$ cat src/rtl/sort_slot_scheduler_pkg.sv
// Shared definitions for the sort-slot scheduler: index/record widths,
// record field offsets and the scheduler state encoding.
package sort_slot_scheduler_pkg;

  localparam int unsigned PORT_NUB_DEF   = 8;
  localparam int unsigned DATA_WIDTH_DEF = 32;

  localparam int unsigned IDX_W      = $clog2(PORT_NUB_DEF);
  localparam int unsigned WIDTH_PORT = 1 + 2 * IDX_W + DATA_WIDTH_DEF;

  typedef enum logic [1:0] {
    IDLE  = 2'd0,
    RUN   = 2'd1,
    DRAIN = 2'd2
  } sched_state_e;

  function automatic int unsigned idx_w(input int unsigned n);
    return (n < 2) ? 1 : $clog2(n);
  endfunction

  function automatic int unsigned width_port(input int unsigned n, input int unsigned dw);
    return 1 + 2 * idx_w(n) + dw;
  endfunction

  // Record layout MSB..LSB: valid | dst | src | data
  function automatic int unsigned src_lsb(input int unsigned dw);
    return dw;
  endfunction

  function automatic int unsigned dst_lsb(input int unsigned n, input int unsigned dw);
    return dw + idx_w(n);
  endfunction

  function automatic int unsigned valid_bit(input int unsigned n, input int unsigned dw);
    return dw + 2 * idx_w(n);
  endfunction

endpackage

$ cat src/rtl/sort_slot_scheduler_if.sv
// Request, sorter and delivery buses of the sort-slot scheduler.
interface sort_slot_scheduler_if
  import sort_slot_scheduler_pkg::*;
#(
  parameter int unsigned PORT_NUB   = 8,
  parameter int unsigned DATA_WIDTH = 32
);
  localparam int unsigned IW = idx_w(PORT_NUB);
  localparam int unsigned WP = width_port(PORT_NUB, DATA_WIDTH);

  logic [PORT_NUB-1:0]            req_valid;
  logic [PORT_NUB-1:0]            req_ready;
  logic [PORT_NUB*IW-1:0]         req_dst;
  logic [PORT_NUB*DATA_WIDTH-1:0] req_data;
  logic [PORT_NUB*WP-1:0]         sort_in;
  logic [PORT_NUB*WP-1:0]         sort_out;
  logic [PORT_NUB-1:0]            out_valid;
  logic [PORT_NUB*IW-1:0]         out_src;
  logic [PORT_NUB*DATA_WIDTH-1:0] out_data;

  modport master (
    output req_valid, req_dst, req_data, sort_out,
    input  req_ready, sort_in, out_valid, out_src, out_data
  );

  modport slave (
    input  req_valid, req_dst, req_data, sort_out,
    output req_ready, sort_in, out_valid, out_src, out_data
  );
endinterface

$ cat src/rtl/rr_arbiter.sv
// Round-robin arbiter: one-hot grant to the first request at or after ptr.
module rr_arbiter
  import sort_slot_scheduler_pkg::*;
#(
  parameter int unsigned PORT_NUB = 8
) (
  input  logic [PORT_NUB-1:0]          req,
  input  logic [idx_w(PORT_NUB)-1:0]   ptr,
  output logic [PORT_NUB-1:0]          grant
);
  localparam int unsigned IW = idx_w(PORT_NUB);

  logic [IW-1:0] idx;
  logic          found;

  // PORT_NUB is a power of two, so IW-bit wrap gives the modulo
  always_comb begin
    grant = '0;
    found = 1'b0;
    idx   = '0;
    for (int unsigned k = 0; k < PORT_NUB; k++) begin
      idx = ptr + IW'(k);
      if (!found && req[idx]) begin
        grant[idx] = 1'b1;
        found      = 1'b1;
      end
    end
  end
endmodule

$ cat src/rtl/sort_slot_scheduler.sv
// Crossbar slot scheduler feeding an external sorter; SORT_SCHED_STATS_EN
// enables the grant/block statistics counters (tied to zero otherwise).
module sort_slot_scheduler
  import sort_slot_scheduler_pkg::*;
#(
  parameter int unsigned PORT_NUB     = 8,
  parameter int unsigned DATA_WIDTH   = 32,
  parameter int unsigned SORT_LATENCY = 6
) (
  input  logic                  clk,
  input  logic                  rst,
  input  logic                  sched_en,
  sort_slot_scheduler_if.slave  bus,
  output logic                  busy,
  output logic                  dup_err,
  output logic [31:0]           stat_grant_cnt,
  output logic [31:0]           stat_block_cnt
);
  localparam int unsigned IW   = idx_w(PORT_NUB);
  localparam int unsigned WP   = width_port(PORT_NUB, DATA_WIDTH);
  localparam int unsigned SRCL = src_lsb(DATA_WIDTH);
  localparam int unsigned DSTL = dst_lsb(PORT_NUB, DATA_WIDTH);
  localparam int unsigned VB   = valid_bit(PORT_NUB, DATA_WIDTH);

  sched_state_e state, state_nxt;
  logic run, issued, in_flight, tok_exit, dup_nxt;

  logic [PORT_NUB-1:0]            req_vec   [PORT_NUB];
  logic [PORT_NUB-1:0]            grant_mat [PORT_NUB];
  logic [IW-1:0]                  rr_ptr    [PORT_NUB];
  logic [PORT_NUB-1:0]            granted;
  logic [SORT_LATENCY-1:0]        tok;
  logic [PORT_NUB*WP-1:0]         sort_in_q;
  logic [PORT_NUB-1:0]            ov_q, ov_nxt;
  logic [PORT_NUB*IW-1:0]         os_q, os_nxt;
  logic [PORT_NUB*DATA_WIDTH-1:0] od_q, od_nxt;
  logic [WP-1:0]                  rec;
  logic [IW-1:0]                  rec_dst;

  always_ff @(posedge clk) begin
    if (rst) state <= IDLE;
    else     state <= state_nxt;
  end

  always_comb begin
    state_nxt = state;
    unique case (state)
      IDLE:    if (sched_en)   state_nxt = RUN;
      RUN:     if (!sched_en)  state_nxt = DRAIN;
      DRAIN:   if (!in_flight) state_nxt = IDLE;
      default: state_nxt = IDLE;
    endcase
  end

  always_comb begin
    busy = (state != IDLE);
    run  = (state == RUN);
  end

  always_comb begin
    for (int unsigned d = 0; d < PORT_NUB; d++) begin
      req_vec[d] = '0;
      for (int unsigned i = 0; i < PORT_NUB; i++)
        req_vec[d][i] = run && bus.req_valid[i] && (bus.req_dst[i*IW +: IW] == IW'(d));
    end
  end

  for (genvar d = 0; d < PORT_NUB; d++) begin : g_dst
    rr_arbiter #(.PORT_NUB(PORT_NUB)) u_arb (
      .req   (req_vec[d]),
      .ptr   (rr_ptr[d]),
      .grant (grant_mat[d])
    );
  end

  always_comb begin
    granted = '0;
    for (int unsigned d = 0; d < PORT_NUB; d++) granted = granted | grant_mat[d];
  end
  assign bus.req_ready = granted;

  always_ff @(posedge clk) begin
    for (int unsigned d = 0; d < PORT_NUB; d++) begin
      if (rst) rr_ptr[d] <= '0;
      else
        for (int unsigned i = 0; i < PORT_NUB; i++)
          if (grant_mat[d][i]) rr_ptr[d] <= IW'(i + 1);
    end
  end

  always_ff @(posedge clk) begin
    for (int unsigned i = 0; i < PORT_NUB; i++) begin
      if (!rst && granted[i])
        sort_in_q[i*WP +: WP] <= {1'b1, bus.req_dst[i*IW +: IW], IW'(i),
                                  bus.req_data[i*DATA_WIDTH +: DATA_WIDTH]};
      else
        sort_in_q[i*WP +: WP] <= {1'b0, {IW{1'b0}}, IW'(i), {DATA_WIDTH{1'b0}}};
    end
  end
  assign bus.sort_in = sort_in_q;

  // Tokens follow the registered sort_in, so the last token lines up with
  // the sorter's output; a just-issued sort_in also counts as in flight.
  always_comb begin
    issued = 1'b0;
    for (int unsigned i = 0; i < PORT_NUB; i++) issued = issued | sort_in_q[i*WP + VB];
  end

  always_ff @(posedge clk) begin
    if (rst) tok <= '0;
    else begin
      tok[0] <= issued;
      for (int unsigned k = 1; k < SORT_LATENCY; k++) tok[k] <= tok[k-1];
    end
  end

  assign in_flight = issued || (|tok);
  assign tok_exit  = tok[SORT_LATENCY-1];

  // Ascending lane scan: first claim on a destination wins, later ones flag dup
  always_comb begin
    ov_nxt  = '0;
    os_nxt  = os_q;
    od_nxt  = od_q;
    dup_nxt = 1'b0;
    rec     = '0;
    rec_dst = '0;
    if (tok_exit) begin
      for (int unsigned i = 0; i < PORT_NUB; i++) begin
        rec     = bus.sort_out[i*WP +: WP];
        rec_dst = rec[DSTL +: IW];
        if (rec[VB]) begin
          if (ov_nxt[rec_dst]) dup_nxt = 1'b1;
          else begin
            ov_nxt[rec_dst]                         = 1'b1;
            os_nxt[rec_dst*IW +: IW]                = rec[SRCL +: IW];
            od_nxt[rec_dst*DATA_WIDTH +: DATA_WIDTH] = rec[DATA_WIDTH-1:0];
          end
        end
      end
    end
  end

  always_ff @(posedge clk) begin
    if (rst) begin
      ov_q    <= '0;
      os_q    <= '0;
      od_q    <= '0;
      dup_err <= 1'b0;
    end else begin
      ov_q    <= ov_nxt;
      os_q    <= os_nxt;
      od_q    <= od_nxt;
      dup_err <= dup_err | dup_nxt;
    end
  end

  assign bus.out_valid = ov_q;
  assign bus.out_src   = os_q;
  assign bus.out_data  = od_q;

`ifdef SORT_SCHED_STATS_EN
  logic [31:0] grant_cnt_q, block_cnt_q, n_grant, n_block;

  always_comb begin
    n_grant = '0;
    n_block = '0;
    for (int unsigned i = 0; i < PORT_NUB; i++) begin
      n_grant = n_grant + 32'(granted[i]);
      n_block = n_block + 32'(run && bus.req_valid[i] && !granted[i]);
    end
  end

  always_ff @(posedge clk) begin
    if (rst) begin
      grant_cnt_q <= '0;
      block_cnt_q <= '0;
    end else begin
      grant_cnt_q <= grant_cnt_q + n_grant;
      block_cnt_q <= block_cnt_q + n_block;
    end
  end

  assign stat_grant_cnt = grant_cnt_q;
  assign stat_block_cnt = block_cnt_q;
`else
  assign stat_grant_cnt = '0;
  assign stat_block_cnt = '0;
`endif

endmodule

$ cat src/flat_wrapper.sv
// flat-port wrapper written by rule: the top's interface ports become plain ports
module sort_slot_scheduler_flat import sort_slot_scheduler_pkg::*;
#(
  parameter int unsigned PORT_NUB     = 8,
  parameter int unsigned DATA_WIDTH   = 32,
  parameter int unsigned SORT_LATENCY = 6
)
  (clk, rst, sched_en, busy, dup_err, stat_grant_cnt, stat_block_cnt, bus_req_valid, bus_req_dst, bus_req_data, bus_sort_out, bus_req_ready, bus_sort_in, bus_out_valid, bus_out_src, bus_out_data);
  sort_slot_scheduler_if #(.PORT_NUB(PORT_NUB), .DATA_WIDTH(DATA_WIDTH)) bus_i ();
  input  logic clk;
  input  logic rst;
  input  logic sched_en;
  output logic busy;
  output logic dup_err;
  output logic [31:0] stat_grant_cnt;
  output logic [31:0] stat_block_cnt;
  input wire logic [$bits(bus_i.req_valid)-1:0] bus_req_valid;
  input wire logic [$bits(bus_i.req_dst)-1:0] bus_req_dst;
  input wire logic [$bits(bus_i.req_data)-1:0] bus_req_data;
  input wire logic [$bits(bus_i.sort_out)-1:0] bus_sort_out;
  output wire logic [$bits(bus_i.req_ready)-1:0] bus_req_ready;
  output wire logic [$bits(bus_i.sort_in)-1:0] bus_sort_in;
  output wire logic [$bits(bus_i.out_valid)-1:0] bus_out_valid;
  output wire logic [$bits(bus_i.out_src)-1:0] bus_out_src;
  output wire logic [$bits(bus_i.out_data)-1:0] bus_out_data;
  assign bus_i.req_valid = bus_req_valid;
  assign bus_i.req_dst = bus_req_dst;
  assign bus_i.req_data = bus_req_data;
  assign bus_i.sort_out = bus_sort_out;
  assign bus_req_ready = bus_i.req_ready;
  assign bus_sort_in = bus_i.sort_in;
  assign bus_out_valid = bus_i.out_valid;
  assign bus_out_src = bus_i.out_src;
  assign bus_out_data = bus_i.out_data;
  sort_slot_scheduler #(.PORT_NUB(PORT_NUB), .DATA_WIDTH(DATA_WIDTH), .SORT_LATENCY(SORT_LATENCY)) u_core (.clk(clk), .rst(rst), .sched_en(sched_en), .bus(bus_i), .busy(busy), .dup_err(dup_err), .stat_grant_cnt(stat_grant_cnt), .stat_block_cnt(stat_block_cnt));
endmodule
$ cat config.mk
export PLATFORM = sky130hd
export DESIGN_NAME = sort_slot_scheduler_flat
export DESIGN_NICKNAME = d
export VERILOG_FILES = /design/src/rtl/sort_slot_scheduler_pkg.sv /design/src/rtl/sort_slot_scheduler_if.sv /design/src/rtl/rr_arbiter.sv /design/src/rtl/sort_slot_scheduler.sv /design/src/flat_wrapper.sv
export SDC_FILE = /design/constraint.sdc
export NUM_CORES = 2
export LEC_CHECK = 0
export BUFFER_PORTS_ARGS = -buffer_cell sky130_fd_sc_hd__buf_2
export CAP_MARGIN = 20
export CORE_AREA = 8 8 488 490
export CTS_CLUSTER_DIAMETER = 30
export CTS_CLUSTER_SIZE = 30
export DETAILED_ROUTE_END_ITERATION = 6
export DIE_AREA = 0 0 496 498
export MAX_ROUTING_LAYER = met4
export PLACE_DENSITY_LB_ADDON = 0.2
export SLEW_MARGIN = 20
export SYNTH_ARGS = -nofsm -noshare
export SYNTH_HDL_FRONTEND = slang
export SYNTH_SLANG_ARGS = --single-unit
export TNS_END_PERCENT = 5
$ cat constraint.sdc
create_clock -name clk -period 8.4 [get_ports clk]
set_input_delay 0.84 -clock clk [delete_from_list [all_inputs] [get_ports clk]]
set_output_delay 0.84 -clock clk [all_outputs]
set_load 0.05 [all_outputs]
==> out/metrics.csv <==
stage,metric,value,unit
timing,Max Transition Viols Final,0,
die,# IOs,1277,
cells_and_area,FF+latch area,12400,µm²
cells_and_area,Filler cells,25100,
timing,final hold viol count,0,
synth,Post-Synth Simple-Gate Area,23.0,%
cts,number of gates resized after CTS,0,
cts,Num CTS Buffers,218,
global_routing,first-pass GRT wire length,641000,µm
outcome,failing checks,design-rule violations,
die,die width,496,µm
route,wire per inst,43.6,µm
timing,Worst Tran Pin Value,1.32,ns
cts,Longest Clk Path Bufs,3,
global_routing,initial antenna violation count,209,
place,Buffers on Ports,1188,
synth,Ys Warns,0,
synth,"EDFF count, synth",24,
synth,asr flop ratio synth,0,%
worst_setup_path,critical path class,flip-flop to output port,
synth,multiplexer share of the synthesized area,11.7,%
cts,clk sinks,609,
synth,synthesized area per cell,7.53,µm²
cts,Root Buffer,clkbuf_16,
job,Max Cap Violations,0,
timing,"Period Utilization, post-route",91.9,%
cts,CTS tree,built,
power_and_ir_drop,sequential share of power,19.7,%
die,Cell Rows,177,
route,DRC,4,
power_and_ir_drop,sw frac,43.7,%
cts,setup repair bufs after CTS,0,
synth,adder-cell share of the synthesized area,1.95,%
place,RD Place Congestion,1.06,
timing,RSZ-0062 raised after global routing,false,
global_routing,GRT Residual Overflow,0,
worst_setup_path,slowest cell delay on critical path,0.86,ns
worst_setup_path,crit path max-delay cell type,nor4b_1,
worst_hold_path,HP Class,primary input to flip-flop,
power_and_ir_drop,clock network fraction of design power,42.6,%
synth,post-synthesis compound-gate area fraction,31.8,%
worst_setup_path,Worst EP required,7.56,ns
worst_setup_path,worst reg2reg setup slack,1.67,ns
synth,count of cell types in the netlist,111,
route,Vias,71900,
power_and_ir_drop,worst vdd ir,0.000202,V
global_routing,pin count of the biggest net entering global routing,152,
power_and_ir_drop,Gate power share,37.8,%
timing,final setup fails,0,
timing,final worst path period need,7.72,ns
power_and_ir_drop,Lkg Pwr,28.4,nW
route,Vias per Instance,6.36,
worst_setup_path,cell family with most CP delay,simple AND/OR/NAND/NOR gates,
synth,Synth Area in XOR/XNOR,0.592,%
synth,cell area after synthesis,53300,µm²
power_and_ir_drop,Power Density,280,nW/µm²
worst_setup_path,Most Frequent Cell on Critical Path,inv_1,
worst_setup_path,Worst setup SP type,flip-flop,
die,Core Region,231000,µm²
power_and_ir_drop,total power,19.5,mW
die,chip height,498,µm
cells_and_area,Multi-input gate area,37600,µm²
cells_and_area,share of layout cells above drive strength 1,25.5,%
global_routing,Tot GR Track Use,38.8,%
route,post-route antenna net violation count,0,
timing,FMAX,130,MHz
worst_setup_path,largest fanout on the critical path,21,
worst_setup_path,"Data arrival, critical path",6.88,ns
outcome,outcome,"finished, violations left",
cts,clk_lat worst skew,0.94,ns
place,Detailed Place HPWL,371000,µm
cts,CTS Hold Bufs,0,
cells_and_area,"commonest cells after routing, fill and taps aside","buf_2 (1187), a21oi_1 (617), dfxtp_1 (584)",
cts,clk slew on worst S/H paths,0.04,ns
route,initial DRC count,10900,
cells_and_area,"most common cell after layout, fill and taps aside",buf_2,
cells_and_area,Total Nets Final,8598,
die,Die ar.,247000,µm²
route,Pre-Repair DR Iteration Count,7,
timing,clock skew,0.111,ns
timing,Final TNS setup,0,ns
worst_setup_path,Critical Path Sink Type,output port,
cts,CTS HTree Levels,4,
global_routing,vias in the first global route,66900,
synth,ys flop type,dfxtp_1,
worst_setup_path,critical path cell sequence,inv_1 -> ha_1 -> inv_1 -> mux4_2 -> mux2i_4 -> o32ai_2 -> buf_4 -> nand3_1 -> o221ai_1 -> or3_1 -> o21ai_0 -> nor4b_1 -> nand2_1 -> buf_2,
power_and_ir_drop,cell internal pwr,11.0,mW
synth,largest family of logic cells by synthesized area,compound AO/OA/AOI/OAI gates,
synth,"Seq/Total Area, Yosys",23.3,%
synth,#FFs+latches synth,609,
cells_and_area,Area growth syn-to-layout,30.8,%
worst_setup_path,Buffers & Inverters on Critical Path,4,
timing,slew margin rel.,12.0,%
power_and_ir_drop,P_sw,8.53,mW
route,drt total wl,493000,µm
synth,Synth Instances,7076,
die,Initial Util,23.1,%
## cells in the mapped netlist, types with 22 or more instances
| cell type | count | area share (%) |
|---|---|---|
| a211o_1 | 68 | 1.1 |
| a211oi_1 | 293 | 4.1 |
| a21oi_1 | 621 | 5.8 |
| a221o_1 | 43 | 0.81 |
| a221oi_1 | 26 | 0.43 |
| a222oi_1 | 49 | 0.92 |
| a22oi_1 | 215 | 3.0 |
| a2bb2oi_1 | 37 | 0.61 |
| a311oi_1 | 144 | 2.4 |
| a31oi_1 | 106 | 1.2 |
| a32o_1 | 25 | 0.47 |
| a32oi_1 | 27 | 0.44 |
| and2_1 | 332 | 3.9 |
| and3_1 | 67 | 0.79 |
| buf_1 | 61 | 0.43 |
| buf_2 | 29 | 0.27 |
| buf_4 | 96 | 1.4 |
| clkbuf_1 | 640 | 4.5 |
| dfxtp_1 | 585 | 22 |
| edfxtp_1 | 24 | 1.4 |
| ha_1 | 83 | 1.9 |
| inv_1 | 86 | 0.61 |
| mux2_2 | 96 | 2.0 |
| mux2i_1 | 346 | 6.5 |
| mux4_2 | 70 | 3.0 |
| nand2_1 | 492 | 3.5 |
| nand2b_1 | 29 | 0.34 |
| nand3_1 | 271 | 2.5 |
| nand3b_1 | 28 | 0.39 |
| nand4_1 | 86 | 1.0 |
| nand4b_1 | 22 | 0.36 |
| nor2_1 | 494 | 3.5 |
| nor2b_1 | 97 | 1.1 |
| nor3_1 | 226 | 2.1 |
| nor3b_1 | 25 | 0.35 |
| nor4_1 | 42 | 0.49 |
| o211ai_1 | 144 | 2.0 |
| o21ai_0 | 416 | 3.9 |
| o31ai_1 | 62 | 0.87 |
| or2_2 | 22 | 0.26 |
| or3_1 | 51 | 0.60 |
## kinds of logic (layout without fill, tap and decap cells)
family                     Yosys count  in the layout
and+or+nand+nor                   2379           2379
DFF                                609            609
AOI/OAI and AO/OA                 2498           2498
buffers and inverters              951           1884
muxes                              518            518
adders and majority gates           83             83
xor gates and xnor gates            36             36
other                                2            255
## stage by stage
step | area, µm² | worst slack, ns | util (%) | cells | hold slack (ns)
final | 69700 | 0.681 | 30.2 | 11300 | 0.108
after global routing | 69600 | 0.277 | 30.2 | 11300 | 0.0830
after CTS | 69300 | 0.529 | 30.0 | 11100 | 0.0613
after detailed placement | 61700 | 1.53 | 26.7 | 10700 | 0.459
after global placement | 61700 | 1.60 | 26.7 | 10700 | 0.453
after floorplan | 53600 | 3.21 | - | 7162 | 0.439
## sequential cells by signal, summed over array words and instances, names as in the netlist
register and count:
u_core.bus.out_src 24, u_core.bus.out_data 256, u_core.dup_err 1, u_core.state 2, u_core.tok 6, u_core.bus.sort_in 288
u_core.bus.out_valid 8, u_core.rr_ptr 24
## layer usage
metal | up-vias | track usage, % | part of all wire, %
li1 | 28700 | - | -
met1 | 35100 | 42.1 | 35
met2 | 6087 | 56.5 | 42
met3 | 2038 | 14.3 | 12
met4 | 0 | 31.5 | 11
met5 | - | - | 0
## worst register-to-register path: stages, from the launching register on
cell and delay, ns:
edfxtp_1 0.85, clkinv_1 0.73, ha_1 0.48, xor2_1 0.50, mux4_2 0.32, mux2i_1 0.11
nor3_1 0.62, nor4b_1 0.74, a221o_1 0.31, mux2i_1 0.21, nand2_1 0.14, or4_1 0.27
nor2b_2 0.73, and2_1 0.57
## power by group through the flow
stage / Sequential [mW] / Combinational (mW) / Clock [mW]
2_1_floorplan: 5.25 / 3.11 / 0
3_3_place_gp: 3.88 / 7.22 / 0
3_5_place_dp: 3.88 / 7.20 / 0
4_1_cts: 3.84 / 7.23 / 8.33
5_1_grt: 3.89 / 7.57 / 8.52
6_report: 3.84 / 7.37 / 8.31
## worst paths after layout
path	from	end	cells after the start
worst min register to register	u_core.tok[4]	u_core.tok[5]	1
worst min-delay path	bus_req_data[100]	u_core.bus.sort_in[121]	2
worst max register to register	u_core.rr_ptr[0][6]	u_core.bus.sort_in[250]	13
worst max-delay path	u_core.rr_ptr[1][9]	bus_req_ready[7]	14
## cell type report
| class | count | area share [%] |
|---|---|---|
| antenna | 167 | 0.600 |
| clock buffer | 315 | 9.10 |
| clock inverter | 88 | 1.75 |
| inverter | 96 | 0.519 |
| multi-input combinational | 5602 | 54.0 |
| sequential | 609 | 17.8 |
| tap | 3043 | 5.46 |
| timing repair buffer | 1385 | 10.7 |
(Power assumes the default switching activity.)
